<file path="config.mk">
export PLATFORM = sky130hd
export DESIGN_NAME = sap_ram_controller
export DESIGN_NICKNAME = d
export VERILOG_FILES = /design/src/rtl/sap_ram_controller.sv
export SDC_FILE = /design/constraint.sdc
export NUM_CORES = 1
export LEC_CHECK = 0
export ABC_AREA = 1
export BUFFER_PORTS_ARGS = -buffer_cell sky130_fd_sc_hd__buf_4
export CAP_MARGIN = 15
export CORE_MARGIN = 3
export CORE_UTILIZATION = 47
export CTS_BUF_LIST = sky130_fd_sc_hd__clkbuf_8
export DETAILED_ROUTE_END_ITERATION = 10
export MAX_ROUTING_LAYER = met4
export PLACE_DENSITY = 0.9
export SLEW_MARGIN = 10
export SYNTH_ARGS = -nofsm -noshare
export SYNTH_HDL_FRONTEND = slang
export SYNTH_SLANG_ARGS = --single-unit
</file>
<file path="constraint.sdc">
create_clock -name CLK -period 2.4 [get_ports CLK]
set_clock_uncertainty 0.15 [all_clocks]
set_input_delay 0.12 -clock CLK [delete_from_list [all_inputs] [get_ports CLK]]
set_output_delay 0.12 -clock CLK [all_outputs]
set_load 0.03 [all_outputs]
</file>
<file path="src/rtl/sap_ram_controller.sv">
// rtl/sap_ram_controller.sv - SAP RAM controller: program-mode write sequencer and run-mode MAR/read path
//
// Drives a 16-word RAM built from inverting-output SN74189 chips.
// Program mode (PROG=1): accepts address/data words on a valid/ready handshake
//   and sequences setup / write pulse / hold cycles on the RAM pins.
// Run mode (PROG=0, idle): holds the memory address register (MAR), loaded from
//   BUS_IN on LM_bar, and drives the re-inverted RAM word onto the bus on CE_bar.
// Optional: define RAM_VERIFY_EN to add a read-back cycle after each write that
//   sets the sticky PRG_ERR flag on a mismatch.
//
// Ports:
//   CLK, CLR              clock, synchronous active-high reset
//   PROG                  1 = program mode, 0 = run mode
//   PRG_VALID/PRG_READY   loader handshake; PRG_ADDR/PRG_DATA are the offered word
//   PRG_ERR               sticky verify-mismatch flag (0 without RAM_VERIFY_EN)
//   LM_bar, CE_bar        active-low load-MAR and RAM-to-bus controls
//   BUS_IN                MAR source (low bits of the W bus)
//   BUS_OUT, BUS_OE       true-polarity RAM word and its drive enable
//   RAM_A, RAM_DI         RAM address and data-in pins
//   RAM_DO                raw (complemented) RAM outputs
//   RAM_S_bar, RAM_W_bar  RAM select and write enable, active-low

module sap_ram_controller #(
    parameter int ADDR_W = 4,
    parameter int DATA_W = 8
) (
    input  logic              CLK,
    input  logic              CLR,
    input  logic              PROG,
    input  logic              PRG_VALID,
    output logic              PRG_READY,
    input  logic [ADDR_W-1:0] PRG_ADDR,
    input  logic [DATA_W-1:0] PRG_DATA,
    output logic              PRG_ERR,
    input  logic              LM_bar,
    input  logic              CE_bar,
    input  logic [ADDR_W-1:0] BUS_IN,
    output logic [DATA_W-1:0] BUS_OUT,
    output logic              BUS_OE,
    output logic [ADDR_W-1:0] RAM_A,
    output logic [DATA_W-1:0] RAM_DI,
    input  logic [DATA_W-1:0] RAM_DO,
    output logic              RAM_S_bar,
    output logic              RAM_W_bar
);

    typedef enum logic [2:0] {
        IDLE,
        W_SETUP,
        W_PULSE,
        W_HOLD
`ifdef RAM_VERIFY_EN
        , V_READ
`endif
    } state_t;

    state_t            state;
    state_t            next_state;
    logic [ADDR_W-1:0] mar;
    logic [ADDR_W-1:0] addr_q;
    logic [DATA_W-1:0] data_q;
    logic              accept;
    logic              run_idle;

    assign accept   = PRG_VALID && PRG_READY;
    assign run_idle = (state == IDLE) && !PROG;

    // State register
    always_ff @(posedge CLK) begin
        if (CLR) begin
            state <= IDLE;
        end else begin
            state <= next_state;
        end
    end

    // Next-state logic: once a word is accepted the sequence runs to completion
    // regardless of PROG, so a mode change never truncates a write.
    always_comb begin
        next_state = state;
        case (state)
            IDLE:    if (accept) next_state = W_SETUP;
            W_SETUP: next_state = W_PULSE;
            W_PULSE: next_state = W_HOLD;
`ifdef RAM_VERIFY_EN
            W_HOLD:  next_state = V_READ;
            V_READ:  next_state = IDLE;
`else
            W_HOLD:  next_state = IDLE;
`endif
            default: next_state = IDLE;
        endcase
    end

    // Output logic. PRG_READY is masked by CLR so no word is offered while the
    // controller is held in reset.
    always_comb begin
        PRG_READY = 1'b0;
        RAM_S_bar = 1'b1;
        RAM_W_bar = 1'b1;
        RAM_A     = addr_q;
        BUS_OE    = 1'b0;
        BUS_OUT   = '0;
        case (state)
            IDLE: begin
                RAM_A = mar;
                if (!CLR) begin
                    PRG_READY = PROG;
                    if (!PROG && !CE_bar) begin
                        RAM_S_bar = 1'b0;
                        BUS_OE    = 1'b1;
                        BUS_OUT   = ~RAM_DO;
                    end
                end
            end
            W_SETUP, W_HOLD: RAM_S_bar = 1'b0;
            W_PULSE: begin
                RAM_S_bar = 1'b0;
                RAM_W_bar = 1'b0;
            end
`ifdef RAM_VERIFY_EN
            V_READ:  RAM_S_bar = 1'b0;
`endif
            default: ;
        endcase
    end

    // The chips store true data and output its complement, so data-in is
    // driven uninverted. The latch only changes on acceptance, which keeps
    // RAM_A/RAM_DI stable across the whole write sequence.
    assign RAM_DI = data_q;

    always_ff @(posedge CLK) begin
        if (CLR) begin
            mar    <= '0;
            addr_q <= '0;
            data_q <= '0;
        end else begin
            if (accept) begin
                addr_q <= PRG_ADDR;
                data_q <= PRG_DATA;
            end
            if (run_idle && !LM_bar) begin
                mar <= BUS_IN;
            end
        end
    end

`ifdef RAM_VERIFY_EN
    logic prg_err_q;

    always_ff @(posedge CLK) begin
        if (CLR) begin
            prg_err_q <= 1'b0;
        end else if ((state == V_READ) && ((~RAM_DO) != data_q)) begin
            prg_err_q <= 1'b1;
        end
    end

    assign PRG_ERR = prg_err_q;
`else
    assign PRG_ERR = 1'b0;
`endif

endmodule

</file>
==> impl_metrics.toml, run 1 <==
[detailed_routing]
routed_via_density = 5.31
vias = 1116
drt-wirelength-per-cell_um = 16.2
drtIter0Drc = 43
drt_pass1_iterations = 4
wirelength_mm = 3.40
ant_nets = 0
drc = 0

[yosys]
syn_area_um2 = 895
netlist_top_cells_area = "dfxtp_1, nand3_1, nand3_2"
yosys.area.top_type_share_pct = 40.3
syn_inst = 117
yosysSeqAreaShare_pct = 40.3
synth_cell_types = 19
synth_seq_cells = 18
avgSynthCellArea_um2 = 7.65
ys_warn_count = 0
synth_nets = 149
yosysTopAreaCell = "dfxtp_1"

[clock_network]
cts_tree = "built"
cts_root_buf = "clkbuf_8"
h-tree-depth = 1
path_clk_slew_ns = 0.07
cts_resized = 0
clk-insertion-delay-late_ns = 0.25
cts_made_buffers = 3
cts.sinks = 18
cts_buffer_depth = 2
post_cts_buffers = 0

[global_routing]
antenna_found_initial = 0
grt_pass1_wl_mm = 5.59
track_usage_pct = 30.9
first_global_vias = 1178
grt_max_degree = 17
grt.overflow.total = 0

[setup_path]
start_kind = "flop"
reg2reg_to = "mar[0]"
r2r_start = "state[0]"
critical_path_class = "reg2reg"
reg2reg_depth = 8
cp-end-kind = "flop"
critPathArrivalTime_ns = 2.17
required_ns = 2.40
r2r_setup_slack_ns = 0.23
worstPathMaxFanout = 12

[final_layout]
final_common_cell = "buf_4"
n_antenna_cell = 0
final_layout_size_suffix_gt1_share_pct = 38.9
layout.nets = 218
final_util_pct = 85.6
area_growth_syn_to_layout_pct = 68.8
final_cell_mix = "buf_4, nand2_1, nand3_1, dfxtp_1, dlygate4sd3_1"

[placed_design]
place_hpwl_mm = 1.93
gp_congestion = 0.797
io_buffers = 53

[power_and_ir_drop]
p_leak_nw = 0.750
powerDensity_nw_per_um2 = 766
ir_drop_uv = 580

[run_status]
status = "completed"

[floorplan]
coreArea_um2 = 1760
die_area_um2 = 2460
ioPinCount = 55
placementRows = 15
die_x_um = 49.6
die_y_um = 49.6
start_util_pct = 50.7

[sta]
slew_violations = 0
finalSetupTns_ns = 0
rsz0062_at_grt = "false"
timing.fmax_mhz = 461
worst_pin_slew_ns = 0.550
period_share_pct = 90.4
setup_viol_count_final = 0
hold_viol = 0
slew_headroom_pct = 63.2
fin_crit_ns = 2.17

[job]
maxCapViolCount = 0

[min_path]
hp-class = "in2reg"
hold_end = "mar[2]"
min_path_cells = 4
worstHoldStart = "LM_bar"
==> critical path, stage by stage, from the launching register on <==
cell and delay [ns]:
dfxtp_1 0.30, inv_1 0.10, ha_1 0.31, inv_2 0.17, nor2_2 0.21, nand2_1 0.14
nand2_1 0.08, a21oi_1 0.05, dlygate4sd3_1 0.55
==> synthesized netlist by cell type <==
master / count
inv_4: 1
inv_1: 10
ha_1: 2
buf_2: 1
nor2_2: 1
nand2_1: 23
nor3_4: 1
clkbuf_1: 2
nand3_2: 10
buf_4: 2
o21ai_0: 4
nand4_2: 1
buf_6: 1
dfxtp_1: 18
inv_2: 1
nand3_1: 21
conb_1: 1
nor2_1: 10
a21oi_1: 7
==> worst max path at each step <==
stage,startpoint,endpoint,depth (start not counted)
after global routing,state[0],mar[0],8
after detailed placement,state[0],state[1],5
after floorplan,state[0],RAM_A[0],5
final,state[0],mar[0],8
after global placement,state[0],PRG_READY,5
after CTS,state[0],mar[0],8
==> final cells by class <==
| cell class | count | area [µm²] |
|---|---|---|
| Tap cell | 25 | 31.3 |
| Multi-Input combinational cell | 81 | 448 |
| Sequential cell | 18 | 360 |
| Clock buffer | 4 | 55.1 |
| Inverter | 12 | 47.5 |
| Timing Repair Buffer | 70 | 568 |
| Fill cell | 98 | 254 |
==> per-layer routing <==
metal  share of wire, %  global-route usage, %
met4                4.0                   18.9
met1                 37                   32.5
met3                4.7                   6.04
met2                 55                   52.9
met5                  0                      -
==> timing repair <==
| item | in CTS | in global routing |
|---|---|---|
| hold buffers | 17 | 0 |
| endpoints found under the setup margin | 0 | 0 |
| endpoints found under the hold margin | 16 | 0 |
==> report_power, final <==
part | total [W] | switching (W) | internal (W) | leakage, nW
Combinational | 0.000535 | 0.000344 | 0.000190 | 0.574
Clock | 0.000254 | 0.000108 | 0.000146 | 0.0288
Sequential | 0.000369 | 0.0000273 | 0.000341 | 0.147
Total | 0.00116 | 0.000480 | 0.000678 | 0.750
==> through the flow <==
| step | std cells | cell area, µm² | power (W) | setup WS [ns] | hold slack (ns) |
|---|---|---|---|---|---|
| detailed placement | 189 | 1280 | 0.000853 | 0.647 | 0.189 |
| global placement | 189 | 1280 | 0.000835 | 0.735 | 0.187 |
| finish | 210 | 1510 | 0.00116 | 0.230 | 0.0166 |
| floorplan | 117 | 895 | 0.000696 | 0.547 | 0.0391 |
| CTS | 210 | 1510 | 0.00113 | 0.280 | 0.00911 |
| global route | 210 | 1510 | 0.00122 | 0.0676 | 0.0289 |
==> sequential cells by signal (all words and copies together) (netlist names) <==
register and count:
addr_q 4, RAM_DI 8, mar 4, state 2
==> cells by family after synthesis <==
family          synth area share (%)
simple gates                    40.7
buf+inv                         9.65
flops                           40.3
compound gates                  6.15
fa+ha+maj                       2.80
other cells                    0.419
Note: power is estimated with default switching activity, not from simulation.
==> inputs of run 2 (changes only) <==
--- a/config.mk
+++ b/config.mk
@@ -9,11 +9,10 @@
 export BUFFER_PORTS_ARGS = -buffer_cell sky130_fd_sc_hd__buf_4
 export CAP_MARGIN = 15
 export CORE_MARGIN = 3
-export CORE_UTILIZATION = 47
-export CTS_BUF_LIST = sky130_fd_sc_hd__clkbuf_8
+export CORE_UTILIZATION = 45
 export DETAILED_ROUTE_END_ITERATION = 10
 export MAX_ROUTING_LAYER = met4
-export PLACE_DENSITY = 0.9
+export PLACE_DENSITY = 0.86
 export SLEW_MARGIN = 10
 export SYNTH_ARGS = -nofsm -noshare
 export SYNTH_HDL_FRONTEND = slang
==> run 2 against run 1 <==
Against the previous run: sequential power hardly changed; non-clock buffer count is 13 higher; count of clock-buffer cells in the layout stayed put; critical path depth stayed put; die area is 3.9% higher; sequential cell count stayed put; setup slack worse by 0.060 ns; combinational power is 6.4% higher; sequential share of layout area is 1.8 points lower.
==> impl_metrics.toml, run 2 (synthesis gave the netlist of run 1 again) <==
[sta]
timing.fmax_mhz = 448
timing.final.ws_setup_ns = 0.169
slew_violations = 0
fin_crit_ns = 2.23
worst_pin_slew_ns = 0.517
slew_headroom_pct = 65.5
period_share_pct = 92.9
rsz0062_at_grt = "false"
finalSetupTns_ns = 0
setup_viol_count_final = 0
hold_viol = 0

[setup_path]
cp_slowest_cell = "dlygate4sd3_1"
r2r_setup_slack_ns = 0.17
reg2reg_depth = 8
critPathMaxStageDelay_ns = 0.59
r2r_start = "state[0]"
critPathArrivalTime_ns = 2.33
crit_family = "buffers and inverters"
reg2reg_to = "RAM_DI[0]"
worstSetupStartpoint = "state[0]"
worstPathMaxFanout = 13
cp-end-kind = "flop"
cp_cell_sequence = "inv_1 -> ha_1 -> inv_2 -> nor3_4 -> buf_12 -> nand3_1 -> dlygate4sd3_1 -> nand2_1"
required_ns = 2.50
critPathBufInv = 4
start_kind = "flop"
critical_path_class = "reg2reg"

[min_path]
worstHoldStart = "PRG_VALID"
hold_end = "addr_q[3]"
min_path_cells = 3
hp-class = "in2reg"

[detailed_routing]
drt_pass1_iterations = 6
drc = 0
vias = 1171
ant_nets = 0
routed_via_density = 5.25
drt-wirelength-per-cell_um = 16.5
drtIter0Drc = 21
wirelength_mm = 3.69

[final_layout]
area_growth_syn_to_layout_pct = 82.4
final_layout_size_suffix_gt1_share_pct = 36.9
final_common_cell = "buf_4"
final_cell_mix = "buf_4, dlygate4sd3_1, nand2_1, nand3_1, dfxtp_1"
layout.nets = 231
largest_reg_flops = 8
fillCellCount = 70
n_antenna_cell = 0

[global_routing]
antenna_found_initial = 0
track_usage_pct = 32.5
grt.overflow.total = 0
grt_max_degree = 17
grt_pass1_wl_mm = 5.94
first_global_vias = 1272

[floorplan]
die_y_um = 50.6
die_x_um = 50.6
start_util_pct = 49.7
coreArea_um2 = 1800
die_area_um2 = 2560
placementRows = 15
ioPinCount = 55

[placed_design]
io_buffers = 53
dp_slack_ns = 0.671
gp_congestion = 0.744
place_hpwl_mm = 1.91

[clock_network]
cts_resized = 0
h-tree-depth = 1
cts_buffer_depth = 2
cts_made_buffers = 3
path_clk_slew_ns = 0.11
clk-insertion-delay-late_ns = 0.30
cts_tree = "built"
cts_root_buf = "clkbuf_4"
cts.sinks = 18

[power_and_ir_drop]
totalPowerFinal_w = 0.00113
p_leak_nw = 0.770
ir_drop_uv = 458
powerDensity_nw_per_um2 = 694

[run_status]
status = "completed"

[job]
maxCapViolCount = 0
run 2: changes by cell type in the layout (fill, tap and decap cells not counted), sizes merged:
| cell | change |
|---|---|
| buf | +1 |
| dlygate4sd3 | +12 |
run 2: timing repair:
item | CTS | global route
hold buffers | 29 | 0
setup endpoints to repair | 0 | 9
endpoints found under the hold margin | 16 | 0
setup buffers | 0 | 1
run 2: final cells by class:
type                            count  area [µm²]  share of cell area, %
Inverter                           12        47.5                   2.91
Sequential cell                    18         360                   22.1
Timing Repair Buffer               83         708                   43.4
Tap cell                           25        31.3                   1.92
Multi-Input combinational cell     81         448                   27.5
Clock buffer                        4        36.3                   2.22
run 2: how the worst max path moves through the flow:
stage          depth (start not counted)   endpoint
6_report                               8  RAM_DI[0]
3_3_place_gp                           5   state[1]
4_1_cts                                7  RAM_DI[2]
5_1_grt                                8  RAM_DI[0]
3_5_place_dp                           5   state[1]
2_1_floorplan                          5   RAM_A[0]
run 2: routing by layer:
metal  track usage (%)  up-vias  routed length (µm)
met2              59.6       79                1990
li1                  -      540                   -
met4              17.5        0                 191
met3              7.72       18                 264
met1              31.2      534                1240
met5                 -        -                   0
run 2: power by group:
part / internal (W) / total (W) / switching, W
sequential: 0.000341 / 0.000369 / 0.0000276
combinational: 0.000221 / 0.000569 / 0.000348
clock: 0.0000927 / 0.000194 / 0.000102
total: 0.000655 / 0.00113 / 0.000477
run 2: worst reg2reg max path, stage by stage (launching register included):
cell	delay [ns]
dfxtp_1	0.32
inv_1	0.09
ha_1	0.31
inv_2	0.17
nor3_4	0.24
buf_12	0.16
nand3_1	0.08
dlygate4sd3_1	0.59
nand2_1	0.08
run 2: per-stage QoR:
| stage | hold slack [ns] | utilization [%] | std cells | instance area (µm²) |
|---|---|---|---|---|
| final | 0.0171 | 90.6 | 223 | 1630 |
| after global placement | 0.190 | 71.3 | 189 | 1280 |
| after CTS | 0.00778 | 89.4 | 222 | 1610 |
| after detailed placement | 0.194 | 71.3 | 189 | 1280 |
| after global routing | 0.00874 | 90.6 | 223 | 1630 |
| after floorplan | 0.0391 | - | 117 | 895 |
